[src/rtl/ddr3_cmd_sequencer.sv]
// ddr3_cmd_sequencer
//   Brings a DDR3 device out of reset (reset hold, CKE hold, MR2/MR3/MR1/MR0,
//   ZQCL), then serves single read/write requests as ACT + RD/WR with
//   auto-precharge, and inserts periodic REF commands.
// Ports
//   sys_clk, sys_rst_n           : clock, asynchronous active-low reset
//   req_valid/ready/we/ba/row/col: request handshake and address
//   ddr3_reset_n, ddr3_cke       : DRAM reset and clock enable
//   ddr3_cs_n/ras_n/cas_n/we_n   : command pins
//   ddr3_ba, ddr3_addr           : bank and address pins
//   init_calib_complete          : high once initialisation has finished
//   wr_data_en, rd_capture       : 4-cycle data strobes, CWL/CL after the CAS
module ddr3_cmd_sequencer #(
  parameter int ROW_WIDTH  = 14,
  parameter int COL_WIDTH  = 10,
  parameter int T_INIT     = 200,
  parameter int T_MOD      = 12,
  parameter int T_ZQ       = 512,
  parameter int T_RCD      = 6,
  parameter int T_CAS2IDLE = 20,
  parameter int T_RFC      = 64,
  parameter int T_REFI     = 3120,
  parameter int CL         = 6,
  parameter int CWL        = 5
) (
  input  logic                 sys_clk,
  input  logic                 sys_rst_n,
  input  logic                 req_valid,
  output logic                 req_ready,
  input  logic                 req_we,
  input  logic [2:0]           req_ba,
  input  logic [ROW_WIDTH-1:0] req_row,
  input  logic [COL_WIDTH-1:0] req_col,
  output logic                 ddr3_reset_n,
  output logic                 ddr3_cke,
  output logic                 ddr3_cs_n,
  output logic                 ddr3_ras_n,
  output logic                 ddr3_cas_n,
  output logic                 ddr3_we_n,
  output logic [2:0]           ddr3_ba,
  output logic [ROW_WIDTH-1:0] ddr3_addr,
  output logic                 init_calib_complete,
  output logic                 wr_data_en,
  output logic                 rd_capture
);

  typedef enum logic [2:0] {
    RST_HOLD, CKE_HOLD, MRS, ZQ, IDLE, ACT_WAIT, CAS_WAIT, REF_WAIT
  } state_t;

  // {cs_n, ras_n, cas_n, we_n}
  localparam logic [3:0] C_NOP = 4'b0111;
  localparam logic [3:0] C_ACT = 4'b0011;
  localparam logic [3:0] C_RD  = 4'b0101;
  localparam logic [3:0] C_WR  = 4'b0100;
  localparam logic [3:0] C_REF = 4'b0001;
  localparam logic [3:0] C_MRS = 4'b0000;
  localparam logic [3:0] C_ZQ  = 4'b0110;

  localparam logic [15:0] INIT_LAST = 16'(T_INIT - 1);
  localparam logic [15:0] MOD_LAST  = 16'(T_MOD);
  localparam logic [15:0] ZQ_LAST   = 16'(T_ZQ - 1);
  localparam logic [15:0] RCD_LAST  = 16'(T_RCD);
  localparam logic [15:0] C2I_LAST  = 16'(T_CAS2IDLE);
  localparam logic [15:0] RFC_LAST  = 16'(T_RFC - 1);
  localparam logic [15:0] REFI_LAST = 16'(T_REFI - 1);

  state_t                 state, state_nxt;
  logic [15:0]            cnt, cnt_nxt;
  logic [1:0]             mrs_idx, mrs_idx_nxt;
  logic                   init_done, init_done_nxt;
  logic [15:0]            ref_cnt;
  logic                   ref_pend, ref_expire, ref_issue;
  logic                   accept, wr_issue, rd_issue, strobe_busy;
  logic                   lat_we;
  logic [2:0]             lat_ba;
  logic [COL_WIDTH-1:0]   lat_col;
  logic [CWL+2:0]         wr_sr;
  logic [CL+2:0]          rd_sr;
  logic [3:0]             cmd;

  // A new ACT waits until the previous burst strobes have fully drained.
  assign strobe_busy = (|wr_sr) | (|rd_sr);
  assign ref_expire  = init_done && (ref_cnt == REFI_LAST);

  always_ff @(posedge sys_clk or negedge sys_rst_n) begin
    if (!sys_rst_n) begin
      state     <= RST_HOLD;
      cnt       <= '0;
      mrs_idx   <= '0;
      init_done <= 1'b0;
    end else begin
      state     <= state_nxt;
      cnt       <= cnt_nxt;
      mrs_idx   <= mrs_idx_nxt;
      init_done <= init_done_nxt;
    end
  end

  always_comb begin
    state_nxt     = state;
    cnt_nxt       = cnt;
    mrs_idx_nxt   = mrs_idx;
    init_done_nxt = init_done;
    cmd           = C_NOP;
    ddr3_ba       = '0;
    ddr3_addr     = '0;
    ddr3_reset_n  = 1'b1;
    ddr3_cke      = 1'b1;
    req_ready     = 1'b0;
    accept        = 1'b0;
    ref_issue     = 1'b0;
    wr_issue      = 1'b0;
    rd_issue      = 1'b0;
    case (state)
      RST_HOLD: begin
        ddr3_reset_n = 1'b0;
        ddr3_cke     = 1'b0;
        if (cnt == INIT_LAST) begin
          state_nxt = CKE_HOLD;
          cnt_nxt   = '0;
        end else begin
          cnt_nxt = cnt + 16'd1;
        end
      end
      CKE_HOLD: begin
        ddr3_cke = 1'b0;
        if (cnt == INIT_LAST) begin
          state_nxt   = MRS;
          cnt_nxt     = '0;
          mrs_idx_nxt = '0;
        end else begin
          cnt_nxt = cnt + 16'd1;
        end
      end
      MRS: begin
        // cnt==0 issues the mode register write, then T_MOD NOP cycles follow.
        if (cnt == '0) begin
          cmd = C_MRS;
          case (mrs_idx)
            2'd0:    ddr3_ba = 3'd2;
            2'd1:    ddr3_ba = 3'd3;
            2'd2:    ddr3_ba = 3'd1;
            default: ddr3_ba = 3'd0;
          endcase
          // MR0: BL8, CL6, DLL reset
          if (mrs_idx == 2'd3) ddr3_addr = ROW_WIDTH'(14'h0520);
        end
        if (cnt == MOD_LAST) begin
          cnt_nxt = '0;
          if (mrs_idx == 2'd3) state_nxt = ZQ;
          else mrs_idx_nxt = mrs_idx + 2'd1;
        end else begin
          cnt_nxt = cnt + 16'd1;
        end
      end
      ZQ: begin
        if (cnt == '0) begin
          cmd           = C_ZQ;
          ddr3_addr[10] = 1'b1;
        end
        if (cnt == ZQ_LAST) begin
          state_nxt     = IDLE;
          cnt_nxt       = '0;
          init_done_nxt = 1'b1;
        end else begin
          cnt_nxt = cnt + 16'd1;
        end
      end
      IDLE: begin
        // Refresh wins over a request presented in the same cycle.
        if (ref_pend) begin
          cmd       = C_REF;
          ref_issue = 1'b1;
          state_nxt = REF_WAIT;
          cnt_nxt   = 16'd1;
        end else if (req_valid && !strobe_busy) begin
          req_ready = 1'b1;
          accept    = 1'b1;
          cmd       = C_ACT;
          ddr3_ba   = req_ba;
          ddr3_addr = req_row;
          state_nxt = ACT_WAIT;
          cnt_nxt   = 16'd1;
        end
      end
      ACT_WAIT: begin
        if (cnt == RCD_LAST) begin
          cmd           = lat_we ? C_WR : C_RD;
          wr_issue      = lat_we;
          rd_issue      = !lat_we;
          ddr3_ba       = lat_ba;
          ddr3_addr     = ROW_WIDTH'(lat_col);
          ddr3_addr[10] = 1'b1;
          state_nxt     = CAS_WAIT;
          cnt_nxt       = 16'd1;
        end else begin
          cnt_nxt = cnt + 16'd1;
        end
      end
      CAS_WAIT: begin
        if (cnt == C2I_LAST) begin
          state_nxt = IDLE;
          cnt_nxt   = '0;
        end else begin
          cnt_nxt = cnt + 16'd1;
        end
      end
      REF_WAIT: begin
        if (cnt == RFC_LAST) begin
          state_nxt = IDLE;
          cnt_nxt   = '0;
        end else begin
          cnt_nxt = cnt + 16'd1;
        end
      end
      default: state_nxt = RST_HOLD;
    endcase
  end

  assign {ddr3_cs_n, ddr3_ras_n, ddr3_cas_n, ddr3_we_n} = cmd;
  assign init_calib_complete = init_done;

  // Refresh interval timer; a second expiry while pending is simply absorbed.
  always_ff @(posedge sys_clk or negedge sys_rst_n) begin
    if (!sys_rst_n) begin
      ref_cnt  <= '0;
      ref_pend <= 1'b0;
    end else begin
      if (init_done) ref_cnt <= ref_expire ? 16'd0 : ref_cnt + 16'd1;
      ref_pend <= ref_expire | (ref_pend & ~ref_issue);
    end
  end

  always_ff @(posedge sys_clk or negedge sys_rst_n) begin
    if (!sys_rst_n) begin
      lat_we  <= 1'b0;
      lat_ba  <= '0;
      lat_col <= '0;
    end else if (accept) begin
      lat_we  <= req_we;
      lat_ba  <= req_ba;
      lat_col <= req_col;
    end
  end

  // Bit k of a shift register is set k+1 cycles after the CAS; the strobe
  // covers the four bits that correspond to latency .. latency+3.
  always_ff @(posedge sys_clk or negedge sys_rst_n) begin
    if (!sys_rst_n) begin
      wr_sr <= '0;
      rd_sr <= '0;
    end else begin
      wr_sr <= {wr_sr[CWL+1:0], wr_issue};
      rd_sr <= {rd_sr[CL+1:0], rd_issue};
    end
  end

  assign wr_data_en = |wr_sr[CWL+2:CWL-1];
  assign rd_capture = |rd_sr[CL+2:CL-1];

endmodule

[config.mk]
export PLATFORM = sky130hd
export DESIGN_NAME = ddr3_cmd_sequencer
export DESIGN_NICKNAME = d
export VERILOG_FILES = /design/src/rtl/ddr3_cmd_sequencer.sv
export SDC_FILE = /design/constraint.sdc
export NUM_CORES = 1
export LEC_CHECK = 0
export CAP_MARGIN = 20
export CELL_PAD_IN_SITES_DETAIL_PLACEMENT = 1
export CELL_PAD_IN_SITES_GLOBAL_PLACEMENT = 2
export CORE_MARGIN = 4
export CORE_UTILIZATION = 35
export DETAILED_ROUTE_END_ITERATION = 8
export PLACE_DENSITY_LB_ADDON = 0.1
export SLEW_MARGIN = 10
export SYNTH_ARGS = -nofsm -noshare
export SYNTH_HDL_FRONTEND = slang
export SYNTH_SLANG_ARGS = --single-unit
export TNS_END_PERCENT = 1
[constraint.sdc]
create_clock -name sys_clk -period 3.13 [get_ports sys_clk]
set_clock_uncertainty 0.15 [all_clocks]
set_input_delay 0.626 -clock sys_clk [delete_from_list [all_inputs] [get_ports sys_clk]]
set_output_delay 0.626 -clock sys_clk [all_outputs]
set_load 0.02 [all_outputs]
==> results of run 1 <==
metrics by stage:
step | setup TNS [ns] | std cells | util
floorplan | -0.0155 | 379 | -
global placement | -4.04 | 598 | 0.442
detailed placement | -4.20 | 598 | 0.442
CTS | -0.135 | 618 | 0.463
global route | -1.67 | 618 | 0.467
finish | -0.0295 | 618 | 0.467
routing by layer:
layer,vias up,global-route usage,part of all wire
li1,1560,-,-
met4,0,0.0729,0.017
met1,1623,0.225,0.45
met5,-,0,0
met3,15,0.0353,0.023
met2,38,0.308,0.51
layout by cell type, fill, tap and decap left out, types with 10 or more instances in the layout:
cell type / synthesis / final
dfrtp_1: 70 / 70
buf_4: 4 / 59
nor2_1: 35 / 33
clkdlybuf4s50_1: 0 / 33
nand2_1: 29 / 29
mux2_2: 16 / 16
inv_1: 14 / 14
nand4_1: 14 / 14
a21oi_1: 14 / 13
o21ai_0: 12 / 12
ha_1: 11 / 11
a22oi_1: 10 / 10
power breakdown:
part           internal, mW  switching (mW)
sequential            0.903               0
combinational        0.0328          0.0253
clock                 0.447           0.366
Yosys cell counts (all sizes together), types with 9 or more instances:
master,n
a21oi,14
a22oi,10
and3,9
buf,9
clkbuf,9
dfrtp,70
ha,11
inv,14
mux2,16
nand2,29
nand4,14
nor2,35
nor3,9
nor4,12
o21ai,12
xor2,9
worst register-to-register path, stage by stage (launching register included):
cell      delay, ns
dfrtp_1        0.38
inv_1          0.10
ha_1           0.17
nor4bb_4       0.28
nand4_1        0.15
buf_4          0.19
and2b_2        0.20
buf_4          0.15
nor4_4         0.23
buf_4          0.26
nor2_1         0.13
a221o_1        0.31
final cells by class:
type	count	share of cell area
Tap cell	140	0.0346
Multi-Input combinational cell	276	0.392
Clock buffer	10	0.0252
Timing Repair Buffer	102	0.175
Inverter	14	0.0104
Clock inverter	6	0.0171
Sequential cell	70	0.346
timing repair:
| action | CTS | global route |
|---|---|---|
| endpoints found under the setup margin | 21 | 21 |
| pin swaps | 7 | 0 |
| resized for setup | 100 | 18 |
| setup buffers | 3 | 0 |
| gates cloned | 1 | 0 |
path summary, 6_finish.rpt:
| path | to | slack (ns) | cells past startpoint |
|---|---|---|---|
| max in group asynchronous | lat_col[2] | 1.98 | 1 |
| setup / recovery | ddr3_addr[10] | -0.03 | 8 |
| setup reg to reg | cnt[10] | 0.33 | 11 |
| hold / removal | rd_sr[8] | 0.23 | 0 |
| hold reg to reg | rd_sr[8] | 0.23 | 0 |
| min in group asynchronous | cnt[11] | 0.25 | 1 |
flip-flops by register name (all words and copies together), names as in the netlist:
name,cells
ref_pend,1
lat_ba,3
rd_sr,9
init_calib_complete,1
state,3
cnt,16
wr_sr,8
mrs_idx,2
ref_cnt,16
lat_col,10
lat_we,1
kinds of logic (layout without fill, tap and decap cells):
group	Yosys count	in the layout	share of synthesized area
buffers and inverters	33	132	0.0521
adders and majority gates	11	11	0.0356
other	1	1	0.000970
AOI/OAI and AO/OA	75	75	0.141
xor gates and xnor gates	16	16	0.0362
and+or+nand+nor	155	155	0.229
DFF	70	70	0.453
muxes	18	18	0.0518
==> flow_metrics.py, run 1 <==
metrics = {
    "outcome": {
        "status": "complete, but fails checks",
        "violations": "negative setup slack",
    },
    "placement": {
        "port_buffers": 56,
        "place_area_um2": 4790,
        "dpl_worst_slack_ns": -0.328,
        "gp_congestion": 0.795,
        "hpwl_um": 7810,
    },
    "synth": {
        "synth.top_cell.area_share": 0.453,
        "yosys.area.top_type": "dfrtp_1",
        "synthDistinctLibCells": 68,
        "ys_seq_area_frac": 0.453,
        "ys_ff_latch": 70,
        "syn-mean-instance-area_um2": 10.2,
        "yosysWarnings": 0,
        "synth-edff-count": 0,
        "synth_ff_type": "dfrtp_1",
        "syn_area_um2": 3870,
        "synth_area_leaders": "dfrtp_1 45%, mux2_2 4.7%, ha_1 3.6%",
        "syn-num-nets": 421,
        "synthArstFlopShare": 1.00,
        "synthCells": 379,
    },
    "timing": {
        "setup_ws_ns": -0.0295,
        "max-slew-margin-rel": 0.381,
        "rsz0062_at_grt": "true",
        "tightest_slew_ns": 0.928,
        "min_period_ns": 3.16,
        "drv_slew": 0,
        "max_freq_mhz": 317,
        "setup_viol": 1,
        "hold_violations": 0,
        "holdWs_ns": 0.233,
        "fin_crit_sh": 1.01,
    },
    "worst_setup_path": {
        "required_ns": 2.35,
        "critPathLaunch": "rd_sr[6]",
        "path_buf_inv": 3,
        "worstPathCellList": "or4_4 -> nand2b_4 -> nor4_4 -> buf_4 -> buf_12 -> nand2_1 -> a31oi_2 -> buf_4",
        "crit_fanout": 15,
        "path_common_cell": "buf_4",
        "cp.arrival_ns": 2.38,
        "critPathCaptureType": "output port",
        "start_kind": "flop",
        "critPathTopFamily": "simple AND/OR/NAND/NOR gates",
        "critPathMaxStageDelay_ns": 0.53,
        "critical_path.slowest_cell": "or4_4",
        "crit_type": "flop to output port",
        "reg2reg_from": "cnt[0]",
    },
    "worst_hold_path": {
        "worstHoldStart": "rd_sr[7]",
        "hold_class": "flop to flop",
    },
    "clock_tree": {
        "cts.path.max_buffers": 2,
        "clock_latency_ns": 0.36,
        "clkSinkCount": 70,
        "clkSlewWorstSetupHoldPaths_ns": 0.08,
        "cts_buffers": 9,
        "htreeDepth": 3,
        "hold_buffers": 0,
        "cts_tree": "yes",
        "cts-root-buf": "clkbuf_8",
    },
    "floorplanning": {
        "core_area_um2": 10800,
        "io_pins": 58,
        "die_h_um": 113,
        "start_util": 0.357,
        "fp.dieArea_um2": 12800,
        "placementRows": 38,
        "fp.dieW_um": 113,
    },
    "grt": {
        "antenna_found_initial": 0,
        "grt_pass1_wl_um": 18200,
        "grt_pass1_vias": 3560,
        "globalRouteOverflowTotal": 0,
        "grt_use_total": 0.181,
        "grt_max_degree": 71,
    },
    "cells_and_area": {
        "fin_area_um2": 5060,
        "fillCellCount": 1236,
        "area.growth.synth_to_final_pct": 30.9,
        "antenna_cells": 0,
        "fin_nets": 515,
        "ff_latch_area_um2": 1750,
        "multi_input_area_um2": 1980,
        "drive_above_1_share": 0.274,
    },
    "power_and_ir_drop": {
        "p_per_area_nw_per_um2": 351,
        "total_power_mw": 1.78,
        "leakagePower_nw": 2.32,
        "ir_worst_vdd_mv": 0.221,
    },
    "detailed_routing": {
        "drtAntennaViolNets": 0,
        "detail_route.iter0.violations": 157,
        "avgRoutedWirePerCell_um": 17.6,
        "vias": 3236,
        "via_per_inst": 5.24,
        "drcViolationCount": 0,
        "drt_pass1_iterations": 4,
        "drt-total-wl_um": 10900,
    },
    "job": {
        "drv_cap": 0,
    },
}
No activity file was read; power rests on OpenSTA's default activity.
==> run 2, diff against run 1 <==
Settings changed: CORE_MARGIN 4 to not set, PLACE_DENSITY set to 0.89, PLACE_DENSITY_LB_ADDON 0.1 to not set.
==> flow_metrics.py, run 2 (synthesis gave the netlist of run 1 again) <==
metrics = {
    "floorplanning": {
        "die_h_um": 107,
        "placementRows": 38,
        "fp.dieArea_um2": 11500,
        "io_pins": 58,
        "core_area_um2": 10800,
        "fp.dieW_um": 107,
        "start_util": 0.358,
    },
    "timing": {
        "holdWs_ns": 0.152,
        "fin_crit_sh": 1.00,
        "setup_viol": 1,
        "setup_ws_ns": -0.00454,
        "max-slew-margin-rel": 0.666,
        "max_freq_mhz": 319,
        "tightest_slew_ns": 0.496,
        "drv_slew": 0,
        "hold_violations": 0,
        "fin_tns_setup_ns": -0.00454,
        "min_period_ns": 3.13,
        "rsz0062_at_grt": "true",
    },
    "cells_and_area": {
        "fin_area_um2": 5110,
        "fin_nets": 519,
        "stdcell_count": 622,
        "ff_latch_area_um2": 1750,
        "drive_above_1_share": 0.284,
        "area.growth.synth_to_final_pct": 32.3,
        "fillCellCount": 1197,
        "multi_input_area_um2": 1970,
        "reg.largest.list": "cnt (16), ref_cnt (16), lat_col (10)",
        "final_util": 0.474,
        "final_common_cell": "dfrtp_1",
        "antenna_cells": 0,
        "layout_common_cells": "70 x dfrtp_1, 58 x buf_4, 34 x clkdlybuf4s50_1",
    },
    "worst_setup_path": {
        "critPathTopFamily": "simple AND/OR/NAND/NOR gates",
        "crit_fanout": 6,
        "r2r_slack_ns": 0.26,
        "required_ns": 2.35,
        "r2r_cells": 12,
        "worstPathCellList": "or4_4 -> nand2b_4 -> nor4_4 -> buf_6 -> buf_16 -> nand2_1 -> a21oi_1 -> buf_2",
        "path_buf_inv": 3,
        "cp.arrival_ns": 2.36,
        "crit_type": "flop to output port",
        "reg2reg_from": "cnt[13]",
        "critPathCaptureType": "output port",
        "critPathMaxStageDelay_ns": 0.54,
        "critical_path.slowest_cell": "or4_4",
        "r2r_end": "cnt[14]",
        "start_kind": "flop",
    },
    "clock_tree": {
        "clock_latency_ns": 0.37,
        "hold_buffers": 0,
        "clkSlewWorstSetupHoldPaths_ns": 0.09,
        "cts-root-buf": "clkbuf_8",
        "cts_buffers": 9,
        "htreeDepth": 3,
        "cts.path.max_buffers": 2,
        "clkSinkCount": 70,
        "cts_tree": "yes",
    },
    "grt": {
        "grt_max_degree": 36,
        "grt_pass1_vias": 3579,
        "grt_use_total": 0.205,
        "antenna_found_initial": 0,
        "globalRouteOverflowTotal": 0,
        "grt_pass1_wl_um": 18000,
    },
    "detailed_routing": {
        "avgRoutedWirePerCell_um": 17.4,
        "detail_route.iter0.violations": 126,
        "drtAntennaViolNets": 0,
        "via_per_inst": 5.29,
        "top_layer_used": "met4",
        "drcViolationCount": 0,
        "vias": 3292,
        "drt_pass1_iterations": 4,
        "met3_length_um": 244,
        "wl_met2_um": 5450,
        "met1_length_um": 4880,
        "drt-total-wl_um": 10800,
    },
    "power_and_ir_drop": {
        "leakagePower_nw": 2.35,
        "total_power_mw": 1.81,
        "ir_worst_vdd_mv": 0.184,
        "p_per_area_nw_per_um2": 353,
    },
    "worst_hold_path": {
        "hold_class": "input pin to asynchronous set/reset pin",
    },
    "placement": {
        "dpl.cell_count": 601,
        "port_buffers": 56,
        "hpwl_um": 7690,
        "dpl_worst_slack_ns": -0.312,
        "gp_congestion": 0.810,
        "place_area_um2": 4830,
    },
    "outcome": {
        "violations": "negative setup slack",
        "status": "complete, but fails checks",
    },
    "job": {
        "drv_cap": 0,
    },
}
==> run 2: how the worst max path moves through the flow <==
stage | start | endpoint | slack [ns] | depth (start not counted)
after global placement | req_valid | ddr3_ba[1] | -0.25 | 8
after CTS | rd_sr[8] | ddr3_addr[8] | -0.07 | 8
final | rd_sr[8] | ddr3_ba[2] | -0.005 | 8
after floorplan | rd_sr[5] | ddr3_ba[2] | -0.007 | 6
after global routing | cnt[13] | ddr3_cas_n | -0.12 | 9
after detailed placement | req_valid | ddr3_addr[10] | -0.31 | 8
==> run 2: metal layers <==
layer  vias to the layer above  global-route usage
met5                         -                   0
met2                        39               0.351
met1                      1667               0.252
met3                        15              0.0383
met4                         0              0.0890
li1                       1571                   -
==> run 2: cell type report <==
cell class / count / area share
Inverter: 14 / 0.0103
Tap cell: 140 / 0.0342
Multi-Input combinational cell: 276 / 0.385
Clock inverter: 7 / 0.0191
Clock buffer: 9 / 0.0242
Sequential cell: 70 / 0.342
Timing Repair Buffer: 106 / 0.185
==> run 2: worst register-to-register path, stage by stage (launching register included) <==
cell     delay [ns]
dfrtp_1        0.39
buf_4          0.16
nor4_2         0.28
buf_4          0.16
nand4_1        0.17
buf_4          0.21
and2b_2        0.20
buf_4          0.16
nor4_4         0.30
buf_12         0.18
or2_0          0.15
buf_4          0.16
o21ai_0        0.09
==> run 2: power breakdown <==
group	switching [mW]	total [mW]	internal, mW
clock network	0.393	0.844	0.451
registers	0	0.903	0.903
logic	0.0263	0.0606	0.0344
total	0.419	1.81	1.39
==> run 2: repair_timing <==
item	in CTS	in global routing
setup endpoints to repair	21	21
gates resized for setup	92	24
gates cloned	2	0
pin swaps	6	3
setup buffers	3	0
==> run 3, diff against run 2 <==
Settings changed: ABC_AREA set to 0, CORE_MARGIN set to 3.
==> flow_metrics.py, run 3 (synthesis gave the netlist of run 1 again) <==
metrics = {
    "outcome": {
        "status": "finished clean",
    },
    "detailed_routing": {
        "via_per_inst": 5.50,
        "avgRoutedWirePerCell_um": 17.8,
        "detail_route.iter0.violations": 195,
        "drt_pass1_iterations": 5,
        "vias": 3402,
        "drtAntennaViolNets": 0,
        "drcViolationCount": 0,
        "drt-total-wl_um": 11000,
    },
    "clock_tree": {
        "clock_latency_ns": 0.37,
        "cts.path.max_buffers": 2,
        "cts-root-buf": "clkbuf_8",
        "htreeDepth": 3,
        "cts_tree": "yes",
        "clkSlewWorstSetupHoldPaths_ns": 0.08,
        "hold_buffers": 0,
        "cts_buffers": 9,
        "clkSinkCount": 70,
    },
    "worst_setup_path": {
        "path_buf_inv": 3,
        "required_ns": 2.35,
        "r2r_slack_ns": 0.25,
        "r2r_end": "cnt[10]",
        "crit_type": "flop to output port",
        "start_kind": "flop",
        "worstPathCellList": "or4_4 -> nand2b_4 -> nor4_4 -> buf_4 -> buf_12 -> nand2_1 -> a21oi_2 -> buf_6",
        "critPathTopFamily": "simple AND/OR/NAND/NOR gates",
        "r2r_cells": 11,
        "critical_path.slowest_cell": "or4_4",
        "critPathMaxStageDelay_ns": 0.52,
        "reg2reg_from": "cnt[0]",
        "crit_fanout": 15,
        "cp.arrival_ns": 2.30,
        "critPathCaptureType": "output port",
    },
    "timing": {
        "drv_slew": 0,
        "max_freq_mhz": 325,
        "tightest_slew_ns": 0.712,
        "setup_viol": 0,
        "max-slew-margin-rel": 0.525,
        "hold_violations": 0,
        "rsz0062_at_grt": "true",
        "min_period_ns": 3.08,
        "fin_tns_setup_ns": 0,
        "fin_crit_sh": 0.983,
    },
    "floorplanning": {
        "core_area_um2": 10600,
        "die_h_um": 111,
        "io_pins": 58,
        "placementRows": 37,
        "start_util": 0.366,
        "fp.dieArea_um2": 12300,
        "fp.dieW_um": 111,
    },
    "grt": {
        "grt_pass1_vias": 3655,
        "globalRouteOverflowTotal": 0,
        "grt_pass1_wl_um": 18500,
        "grt_max_degree": 32,
        "antenna_found_initial": 0,
        "grt_use_total": 0.183,
    },
    "placement": {
        "hpwl_um": 7830,
        "gp_congestion": 0.840,
        "dpl.cell_count": 595,
        "place_area_um2": 4780,
        "port_buffers": 56,
    },
    "cells_and_area": {
        "final_common_cell": "dfrtp_1",
        "reg.largest.list": "cnt (16), ref_cnt (16), lat_col (10)",
        "final_util": 0.484,
        "fin_area_um2": 5110,
        "area.growth.synth_to_final_pct": 32.2,
        "stdcell_count": 619,
        "drive_above_1_share": 0.296,
        "antenna_cells": 0,
        "layout_common_cells": "70 x dfrtp_1, 58 x buf_4, 33 x nor2_1, 33 x clkdlybuf4s50_1, 28 x nand2_1",
        "fin_nets": 520,
    },
    "power_and_ir_drop": {
        "leakagePower_nw": 2.36,
        "p_per_area_nw_per_um2": 367,
        "total_power_mw": 1.88,
        "ir_worst_vdd_mv": 0.213,
    },
    "worst_hold_path": {
        "hold_class": "input pin to asynchronous set/reset pin",
    },
    "job": {
        "drv_cap": 0,
    },
}
-- run 3: changes by cell type in the layout (fill, tap and decap cells not counted), sizes merged --
cell | previous run | this run
buf | 71 | 72
bufinv | 2 | 3
clkdlybuf4s50 | 34 | 33
dlymetal6s2s | 0 | 1
inv | 15 | 14
-- run 3: how the worst max path moves through the flow --
stage                    from       endpoint  depth (start not counted)
floorplan            rd_sr[5]     ddr3_ba[2]                          6
global placement    req_valid  ddr3_addr[10]                          8
detailed placement  req_valid     ddr3_ba[2]                          8
CTS                  wr_sr[5]   ddr3_addr[3]                          7
global route           cnt[0]     ddr3_cas_n                          9
finish               rd_sr[6]     ddr3_ba[2]                          8
-- run 3: per-layer routing --
| layer | GRT usage | vias to the layer above | wire [um] |
|---|---|---|---|
| li1 | - | 1569 | - |
| met1 | 0.235 | 1742 | 5030 |
| met2 | 0.307 | 75 | 5370 |
| met3 | 0.0502 | 16 | 500 |
| met4 | 0.0438 | 0 | 152 |
| met5 | 0 | - | 0 |
-- run 3: layout make-up --
| cell class | instances | area [um^2] |
|---|---|---|
| Sequential cell | 70 | 1750 |
| Clock buffer | 9 | 124 |
| Fill cell | 1183 | 5440 |
| Clock inverter | 7 | 123 |
| Multi-Input combinational cell | 276 | 2000 |
| Inverter | 14 | 52.6 |
| Timing Repair Buffer | 107 | 893 |
| Tap cell | 136 | 170 |
-- run 3: metrics by stage --
stage          setup WS, ns  hold WS [ns]
2_1_floorplan      -0.00738         0.180
3_3_place_gp         -0.279         0.207
3_5_place_dp         -0.363         0.210
4_1_cts             -0.0248         0.186
5_1_grt             -0.0969         0.207
6_report             0.0520         0.162
-- run 3: what timing repair did --
| action | CTS | global route |
|---|---|---|
| setup buffers | 7 | 0 |
| gates resized for setup | 87 | 35 |
| pin swaps | 1 | 7 |
| gates cloned | 1 | 0 |
| endpoints found under the setup margin | 21 | 22 |
-- run 3: power by group --
part           internal [mW]  leakage [nW]  switching (mW)
logic                 0.0345          1.31          0.0265
clock network          0.531         0.116           0.380
registers              0.903         0.938               0
total                   1.47          2.36           0.407
